<file path="src/rtl/hilo_div_ctrl_if.sv">
// rtl/hilo_div_ctrl_if.sv - execute-stage side of the HI/LO controller
//
// Groups the issue handshake and the architectural HI/LO read-out.
//   op_valid, op, rs, rt : operation presented by the execute stage
//   stall, busy          : hold the issuing stage / long operation outstanding
//   hi, lo               : architectural HI/LO registers
// master : execute stage (drives the operation)
// slave  : hilo_div_ctrl
interface hilo_div_ctrl_if;
    logic        op_valid;
    logic [2:0]  op;
    logic [31:0] rs;
    logic [31:0] rt;
    logic        stall;
    logic        busy;
    logic [31:0] hi;
    logic [31:0] lo;

    modport master (
        output op_valid, op, rs, rt,
        input  stall, busy, hi, lo
    );

    modport slave (
        input  op_valid, op, rs, rt,
        output stall, busy, hi, lo
    );
endinterface

</file>
<file path="src/rtl/hilo_div_ctrl.sv">
// rtl/hilo_div_ctrl.sv - HI/LO issue and write-back controller for DIV/DIVU/MTHI/MTLO
//
// Accepts operations from the execute stage while idle, drives an external
// iterative unsigned divider with operand magnitudes, sign-corrects its result
// and writes quotient to LO and remainder to HI. Divide by zero never starts
// the divider: HI takes the dividend and LO becomes all ones.
//
// Optional feature macro: HILO_MULT_EN
//   defined   : MULT/MULTU run an internal radix-2 shift-add multiplier
//   undefined : MULT/MULTU behave as NOP
//
// Ports:
//   clock        rising-edge clock
//   reset        asynchronous active-low reset
//   ex           execute-stage interface (slave modport)
//   div_dividend dividend magnitude to the divider core (registered)
//   div_divisor  divisor magnitude to the divider core (registered)
//   div_start    one-cycle start pulse to the divider core
//   div_q, div_r divider quotient / remainder, valid once div_busy drops
//   div_busy     divider busy, rises on the edge that samples div_start
module hilo_div_ctrl (
    input  logic              clock,
    input  logic              reset,
    hilo_div_ctrl_if.slave    ex,
    output logic [31:0]       div_dividend,
    output logic [31:0]       div_divisor,
    output logic              div_start,
    input  logic [31:0]       div_q,
    input  logic [31:0]       div_r,
    input  logic              div_busy
);

    localparam logic [2:0] OP_DIV   = 3'b001;
    localparam logic [2:0] OP_DIVU  = 3'b010;
    localparam logic [2:0] OP_MULT  = 3'b011;
    localparam logic [2:0] OP_MULTU = 3'b100;
    localparam logic [2:0] OP_MTHI  = 3'b101;
    localparam logic [2:0] OP_MTLO  = 3'b110;

    typedef enum logic [1:0] {
        IDLE  = 2'd0,
        START = 2'd1,
        WAIT  = 2'd2,
        MUL   = 2'd3
    } state_t;

    state_t      state_q, state_d;
    logic [31:0] hi_q, hi_d;
    logic [31:0] lo_q, lo_d;
    logic [31:0] dividend_q, dividend_d;
    logic [31:0] divisor_q, divisor_d;
    logic        neg_quo_q, neg_quo_d;
    logic        neg_rem_q, neg_rem_d;

`ifdef HILO_MULT_EN
    logic [63:0] mcand_q, mcand_d;
    logic [31:0] mplier_q, mplier_d;
    logic [63:0] prod_q, prod_d;
    logic [5:0]  cnt_q, cnt_d;
    logic        neg_prod_q, neg_prod_d;
    logic [63:0] prod_fix;
`endif

    logic        is_signed;

    // Two's-complement magnitude; 0x80000000 maps to itself, which is the
    // correct unsigned magnitude.
    function automatic logic [31:0] mag(input logic [31:0] v, input logic sgn);
        return (sgn && v[31]) ? (~v + 32'd1) : v;
    endfunction

    assign is_signed = (ex.op == OP_DIV) || (ex.op == OP_MULT);

    always_comb begin
        state_d    = state_q;
        hi_d       = hi_q;
        lo_d       = lo_q;
        dividend_d = dividend_q;
        divisor_d  = divisor_q;
        neg_quo_d  = neg_quo_q;
        neg_rem_d  = neg_rem_q;
`ifdef HILO_MULT_EN
        mcand_d    = mcand_q;
        mplier_d   = mplier_q;
        prod_d     = prod_q;
        cnt_d      = cnt_q;
        neg_prod_d = neg_prod_q;
        prod_fix   = neg_prod_q ? (~prod_q + 64'd1) : prod_q;
`endif

        case (state_q)
            IDLE: begin
                if (ex.op_valid) begin
                    case (ex.op)
                        OP_DIV, OP_DIVU: begin
                            if (ex.rt == 32'd0) begin
                                hi_d = ex.rs;
                                lo_d = 32'hFFFF_FFFF;
                            end else begin
                                neg_quo_d  = is_signed & (ex.rs[31] ^ ex.rt[31]);
                                neg_rem_d  = is_signed & ex.rs[31];
                                dividend_d = mag(ex.rs, is_signed);
                                divisor_d  = mag(ex.rt, is_signed);
                                state_d    = START;
                            end
                        end
`ifdef HILO_MULT_EN
                        OP_MULT, OP_MULTU: begin
                            neg_prod_d = is_signed & (ex.rs[31] ^ ex.rt[31]);
                            mcand_d    = {32'd0, mag(ex.rs, is_signed)};
                            mplier_d   = mag(ex.rt, is_signed);
                            prod_d     = 64'd0;
                            cnt_d      = 6'd0;
                            state_d    = MUL;
                        end
`endif
                        OP_MTHI: hi_d = ex.rs;
                        OP_MTLO: lo_d = ex.rs;
                        default: ;
                    endcase
                end
            end

            START: state_d = WAIT;

            WAIT: begin
                if (!div_busy) begin
                    lo_d    = neg_quo_q ? (~div_q + 32'd1) : div_q;
                    hi_d    = neg_rem_q ? (~div_r + 32'd1) : div_r;
                    state_d = IDLE;
                end
            end

`ifdef HILO_MULT_EN
            MUL: begin
                // 32 shift-add steps, then one write-back edge.
                if (cnt_q == 6'd32) begin
                    hi_d    = prod_fix[63:32];
                    lo_d    = prod_fix[31:0];
                    state_d = IDLE;
                end else begin
                    if (mplier_q[0]) begin
                        prod_d = prod_q + mcand_q;
                    end
                    mcand_d  = mcand_q << 1;
                    mplier_d = mplier_q >> 1;
                    cnt_d    = cnt_q + 6'd1;
                end
            end
`endif

            default: state_d = IDLE;
        endcase
    end

    always_ff @(posedge clock or negedge reset) begin
        if (!reset) begin
            state_q    <= IDLE;
            hi_q       <= 32'd0;
            lo_q       <= 32'd0;
            dividend_q <= 32'd0;
            divisor_q  <= 32'd0;
            neg_quo_q  <= 1'b0;
            neg_rem_q  <= 1'b0;
        end else begin
            state_q    <= state_d;
            hi_q       <= hi_d;
            lo_q       <= lo_d;
            dividend_q <= dividend_d;
            divisor_q  <= divisor_d;
            neg_quo_q  <= neg_quo_d;
            neg_rem_q  <= neg_rem_d;
        end
    end

`ifdef HILO_MULT_EN
    always_ff @(posedge clock or negedge reset) begin
        if (!reset) begin
            mcand_q    <= 64'd0;
            mplier_q   <= 32'd0;
            prod_q     <= 64'd0;
            cnt_q      <= 6'd0;
            neg_prod_q <= 1'b0;
        end else begin
            mcand_q    <= mcand_d;
            mplier_q   <= mplier_d;
            prod_q     <= prod_d;
            cnt_q      <= cnt_d;
            neg_prod_q <= neg_prod_d;
        end
    end
`endif

    assign ex.busy      = (state_q != IDLE);
    assign ex.stall     = ex.op_valid && (state_q != IDLE);
    assign ex.hi        = hi_q;
    assign ex.lo        = lo_q;
    assign div_start    = (state_q == START);
    assign div_dividend = dividend_q;
    assign div_divisor  = divisor_q;

endmodule
</file>
<file path="src/flat_wrapper.sv">
// flat-port wrapper written by rule: the top's interface ports become plain ports
module hilo_div_ctrl_flat 
  (clock, reset, div_dividend, div_divisor, div_start, div_q, div_r, div_busy, ex_op_valid, ex_op, ex_rs, ex_rt, ex_stall, ex_busy, ex_hi, ex_lo);
  hilo_div_ctrl_if ex_i ();
  input  logic clock;
  input  logic reset;
  output logic [31:0] div_dividend;
  output logic [31:0] div_divisor;
  output logic div_start;
  input  logic [31:0] div_q;
  input  logic [31:0] div_r;
  input  logic div_busy;
  input wire logic [$bits(ex_i.op_valid)-1:0] ex_op_valid;
  input wire logic [$bits(ex_i.op)-1:0] ex_op;
  input wire logic [$bits(ex_i.rs)-1:0] ex_rs;
  input wire logic [$bits(ex_i.rt)-1:0] ex_rt;
  output wire logic [$bits(ex_i.stall)-1:0] ex_stall;
  output wire logic [$bits(ex_i.busy)-1:0] ex_busy;
  output wire logic [$bits(ex_i.hi)-1:0] ex_hi;
  output wire logic [$bits(ex_i.lo)-1:0] ex_lo;
  assign ex_i.op_valid = ex_op_valid;
  assign ex_i.op = ex_op;
  assign ex_i.rs = ex_rs;
  assign ex_i.rt = ex_rt;
  assign ex_stall = ex_i.stall;
  assign ex_busy = ex_i.busy;
  assign ex_hi = ex_i.hi;
  assign ex_lo = ex_i.lo;
  hilo_div_ctrl u_core (.clock(clock), .reset(reset), .ex(ex_i), .div_dividend(div_dividend), .div_divisor(div_divisor), .div_start(div_start), .div_q(div_q), .div_r(div_r), .div_busy(div_busy));
endmodule
</file>
<file path="config.mk">
export PLATFORM = sky130hd
export DESIGN_NAME = hilo_div_ctrl_flat
export DESIGN_NICKNAME = d
export VERILOG_FILES = /design/src/rtl/hilo_div_ctrl_if.sv /design/src/rtl/hilo_div_ctrl.sv /design/src/flat_wrapper.sv
export SDC_FILE = /design/constraint.sdc
export NUM_CORES = 1
export LEC_CHECK = 0
export ABC_AREA = 1
export BUFFER_PORTS_ARGS = -buffer_cell sky130_fd_sc_hd__clkbuf_2
export CAP_MARGIN = 5
export CORE_UTILIZATION = 55
export DETAILED_ROUTE_END_ITERATION = 8
export PLACE_DENSITY = 0.86
export SETUP_SLACK_MARGIN = 0.4
export SYNTH_ARGS = -nofsm -noshare
export SYNTH_HDL_FRONTEND = slang
export SYNTH_SLANG_ARGS = --single-unit
</file>
<file path="constraint.sdc">
create_clock -name clock -period 3.5 [get_ports clock]
set_input_delay 0.35 -clock clock [delete_from_list [all_inputs] [get_ports clock]]
set_output_delay 0.35 -clock clock [all_outputs]
set_load 0.02 [all_outputs]
</file>
# Yosys cells after proc, flatten, opt, wreduce, memory -nomap -nowiden
# Cells that the tools add are included.
dict set report totals {
  ram_bits 0
  reg_bits 132
  romBits 0
  mem_count 0
  latchBits 0
}
dict set report classes {
  n_mux 19
  n_eq_ne 14
  n_reduce_logical 13
  n_shift 0
  order_cmp 0
  n_mul 0
  add_sub_neg 4
  bitwise 8
  div 0
}
# cell n
set op_table {}
lappend op_table {{two-way mux 32 bit} 10}
lappend op_table {{one-hot mux 32 bit (2 select lines)} 4}
lappend op_table {{adder 32 x 1 -> 32 bit, second input constant} 4}
lappend op_table {{NOT 32 bit} 4}
lappend op_table {{logical NOT 32 bit} 1}
lappend op_table {{AND reduction 5 bit} 2}
lappend op_table {{two-way mux 2 bit} 4}
lappend op_table {{inequality test 2 bit, second input constant} 4}
lappend op_table {{AND reduction 4 bit} 2}
lappend op_table {{== test 3 x 2 -> 1 bit, second input constant} 2}
lappend op_table {{== test 3 bit, second input constant} 2}
lappend op_table {{inequality test 3 bit, second input constant} 2}
lappend op_table {{one-hot mux 2 bit (3 select lines)} 1}
lappend op_table {{nonzero test 2 bit} 2}
lappend op_table {{== test 3 x 1 -> 1 bit, second input constant} 1}
lappend op_table {{logical AND 1 bit} 3}
lappend op_table {{inequality test 3 x 2 -> 1 bit, second input constant} 1}
lappend op_table {{bitwise AND 1 bit} 2}
lappend op_table {{== test 2 x 1 -> 1 bit, second input constant} 1}
lappend op_table {{== test 2 bit, second input constant} 1}
lappend op_table {{logical NOT 2 bit} 1}
lappend op_table {{OR reduction 2 bit} 1}
lappend op_table {{logical OR 1 bit} 1}
lappend op_table {{NOT 1 bit} 1}
lappend op_table {{XOR 1 bit} 1}

# Depth between registers and ports, before layout
dict set report depth {
  ltp_word 5
  depth_mapped 13
  mapped_depth_nobuf 13
}

# Worst setup path after synthesis
# OpenSTA, ideal clock, no wires.
dict set report synth_path {
  path_kind {input -> register}
  start {input port div_q[1]}
  end {register u_core.lo_q[16], in the netlist u_core.ex.lo[16]}
  path_slack_ns 1.751
  setup_ns 0.066
  arrival_ns 1.683
  path_stages 12
  n_path_buf 0
  path_cell_list {inv_1 ha_1 nand3_1 nand2_1 nand2_1 nor2_1 nand2_1 nand2_1 nand2_1 o21ai_0 nand2_1 nand2_1}
}
dict set report synth_via {
  elab_chain_cells 5
}
# item line_no
set synth_rtl {}
lappend synth_rtl {{start, declared} flat_wrapper.sv:10} ;# input logic [31:0] div_q;
lappend synth_rtl {{NOT 32 bit} hilo_div_ctrl.sv:128} ;# lo_d = neg_quo_q ? (~div_q + 32'd1) : div_q;
lappend synth_rtl {{adder 32 x 1 -> 32 bit} hilo_div_ctrl.sv:128}
lappend synth_rtl {{two-way mux 32 bit} hilo_div_ctrl.sv:128}
lappend synth_rtl {{two-way mux 32 bit} hilo_div_ctrl.sv:127} ;# if (!div_busy) begin
lappend synth_rtl {{one-hot mux 32 bit (2 select lines)} hilo_div_ctrl.sv:91} ;# case (state_q)
lappend synth_rtl {{end signal, assigned} hilo_div_ctrl.sv:168} ;# lo_q <= lo_d;
lappend synth_rtl {{end, declared} hilo_div_ctrl.sv:49} ;# logic [31:0] lo_q, lo_d;
# No other way between the ends. The select of a mux whose other input is x is not followed.
# A chain may end at the register's enable or synchronous reset.

# Worst setup path in the final report
dict set report layout_path {
  start {register u_core.state_q[1]}
  end {register u_core.dividend_q[6], in the netlist u_core.div_dividend[6]}
}
dict set report layout_via {
  elab_chain_cells 2
}
# item line_no
set layout_rtl {}
lappend layout_rtl {{start, declared} hilo_div_ctrl.sv:47} ;# state_t state_q, state_d;
lappend layout_rtl {{start signal, assigned} hilo_div_ctrl.sv:166} ;# state_q <= state_d;
lappend layout_rtl {{logical NOT 2 bit} hilo_div_ctrl.sv:91}
lappend layout_rtl {{AND reduction 4 bit (no line)} --}
lappend layout_rtl {{end signal, assigned} hilo_div_ctrl.sv:169} ;# dividend_q <= dividend_d;
lappend layout_rtl {{end, declared} hilo_div_ctrl.sv:50} ;# logic [31:0] dividend_q, dividend_d;
# No other way between the ends.

==> summary.txt <==
Final Power -> 0.00712 W
setup repair bufs after CTS -> 0
first-pass GRT wire length -> 52.4 mm
Synth area leaders -> dfrtp_1 35%, nand2_1 25%, nand3_1 8.9%
I/O Buffers -> 265
drt wl/cell -> 16.7 um
# DRC -> 0
Max-Cap Viols -> 0
sequential area share after synthesis -> 0.352
Post-synth ARST share -> 1.00
I/O Pins -> 266
CP startpoint kind -> flop
Num Clock Sinks -> 132
H-tree depth -> 4
share of layout cells above drive strength 1 -> 0.182
total wire length -> 33.3 mm
RSZ-0062 raised after global routing -> no
cell taking the most area after synthesis -> dfrtp_1
Final ANT Viol Nets -> 0
clock buffer depth -> 2
Area Overhead vs Synth -> 22.4%
synthesized area -> 9390 um^2
Initial DRC Count -> 1261
fillers -> 1536
most common cell after layout, fill and taps aside -> nand2_1
grt total ovfl -> 0
Yosys reg bits -> 132
cells on worst reg2reg path -> 7
Pleak -> 6.29 nW
GRT Overall Usage -> 0.384
post-synth net total -> 1653
Critical Setup Path Class -> reg -> reg
post-synth cell types -> 39
relative slew slack -> 0.336
Power Density -> 619 nW/um^2
Final Hold Fails -> 0
setup tns final -> 0 ns
Syn Inst Count -> 1514
Setup violations, final -> 0
minimum clock period -> 2.75 ns
vias in the first global route -> 10064
CTS Root Cell -> clkbuf_16
area share of the largest cell type after synthesis -> 0.352
commonest cells after routing, fill and taps aside -> 617 x nand2_1, 264 x clkbuf_2, 167 x nand3_1, 156 x nor2_1, 132 x dfrtp_1
initial core utilization -> 0.564
vias per cell -> 5.61
crit share post-route -> 0.786
routed vias -> 11161
routability cong. -> 0.991
f_max -> 364 MHz
die width -> 133 um
die area -> 17600 um^2
Critical Path AT -> 3.08 ns
Post-layout nets -> 1893
EDFF count, synth -> 0
CTS resizes -> 0
largest net degree at the start of global routing -> 89
status -> complete, no violations
core area -> 16600 um^2
Worst Hold Depth -> 3
hpwl dp -> 25.4 mm
Max IR drop VDD -> 0.467 mV
synth warn -> 0
initial antenna violation count -> 1
worst-skew pair later-pin latency -> 0.43 ns
Crit Path Max Fanout -> 58
CTS tree -> yes
die span in y -> 133 um
average size of a mapped cell -> 6.20 um^2
clock skew -> 0.00637 ns
Worst-Margin Slew -> 0.996 ns
Crit. End Element -> flop
Initial DRT Pass Iterations -> 6
final slew viol count -> 0
clk slew on worst S/H paths -> 0.07 ns
Hold Crit Class -> in -> reg
Inserted Clock Buffers -> 17
CP Data Required Time -> 3.83 ns
Primary FF master, synth -> dfrtp_1
std cell rows -> 47
==> layout make-up <==
type,instances,area (um^2),share of cell area
sequential,132,3300,0.287
timing repair buffer,277,1450,0.126
antenna,1,2.50,0.000218
multi-input combinational,1196,5350,0.465
tap,220,275,0.0239
inverter,130,488,0.0424
clock inverter,15,213,0.0185
clock buffer,17,425,0.0370
==> sequential cells by signal (all words and copies together), names as in the netlist <==
| name | flops |
|---|---|
| u_core.div_dividend | 32 |
| u_core.div_divisor | 32 |
| u_core.ex.hi | 32 |
| u_core.ex.lo | 32 |
| u_core.state_q | 2 |
| u_core.neg_quo_q | 1 |
| u_core.neg_rem_q | 1 |
==> logic make-up after synthesis <==
logic type / after synthesis / share of synthesized area
adder cells (fa/ha/maj): 4 / 0.00533
AO/OA/AOI/OAI: 156 / 0.0895
AND/OR/NAND/NOR: 995 / 0.436
XOR/XNOR: 41 / 0.0382
flip-flops: 132 / 0.352
buffers and inverters: 186 / 0.0790
==> through the flow <==
| stage | hold slack, ns | cell area (um^2) | setup slack [ns] | std cells | util |
|---|---|---|---|---|---|
| after floorplan | 0.0544 | 9390 | 1.75 | 1514 | - |
| after global placement | 0.399 | 10800 | 0.733 | 1954 | 0.652 |
| after detailed placement | 0.410 | 10800 | 0.632 | 1954 | 0.652 |
| after CTS | 0.187 | 11500 | 0.797 | 1987 | 0.691 |
| after global routing | 0.191 | 11500 | 0.567 | 1988 | 0.691 |
| final | 0.193 | 11500 | 0.751 | 1988 | 0.691 |
==> path summary, 6_finish.rpt <==
path,start,endpoint,slack (ns)
setup / recovery,u_core.state_q[1],u_core.div_dividend[6],0.75
hold / removal,ex_rt[0],u_core.div_divisor[0],0.19
setup reg to reg,u_core.state_q[1],u_core.div_dividend[6],0.75
hold reg to reg,u_core.ex.hi[3],u_core.ex.hi[3],0.48
max in group asynchronous,reset,u_core.ex.lo[4],2.10
min in group asynchronous,reset,u_core.ex.hi[12],0.48
==> per-layer routing <==
layer  share of wire  GRT usage
met5               0          0
met3            0.11     0.0789
met4           0.040      0.171
met1            0.41      0.534
met2            0.44      0.579
==> worst max-delay path: stages, from the launching register on <==
cell,delay (ns)
dfrtp_1,0.41
nor2_1,0.28
nand2_1,0.10
o21bai_4,0.21
nor2_4,0.62
inv_2,0.44
buf_12,0.32
o21ai_0,0.24
==> where the power goes <==
group | internal [W] | leakage (nW) | switching (W) | total [W]
logic | 0.000879 | 4.35 | 0.00192 | 0.00280
registers | 0.00204 | 1.62 | 0.000361 | 0.00240
clock network | 0.00110 | 0.307 | 0.000824 | 0.00192
==> Yosys cell counts, drive strengths merged (3+ instances only) <==
| master | n |
|---|---|
| nand4 | 21 |
| ha | 4 |
| xnor2 | 6 |
| dfrtp | 132 |
| clkbuf | 28 |
| nand3 | 169 |
| or2 | 3 |
| nor3 | 11 |
| o211ai | 10 |
| and2 | 3 |
| buf | 28 |
| xor2 | 35 |
| o21ai | 119 |
| a21oi | 18 |
| nor2 | 160 |
| nand3b | 9 |
| inv | 129 |
| nand2 | 618 |
==> what timing repair did <==
| action | 4_1_cts | 5_1_grt |
|---|---|---|
| endpoints found under the setup margin | 0 | 0 |
| hold endpoints to repair | 44 | 0 |
| hold buffers | 1 | 0 |
Note: power is estimated with default switching activity, not from simulation.
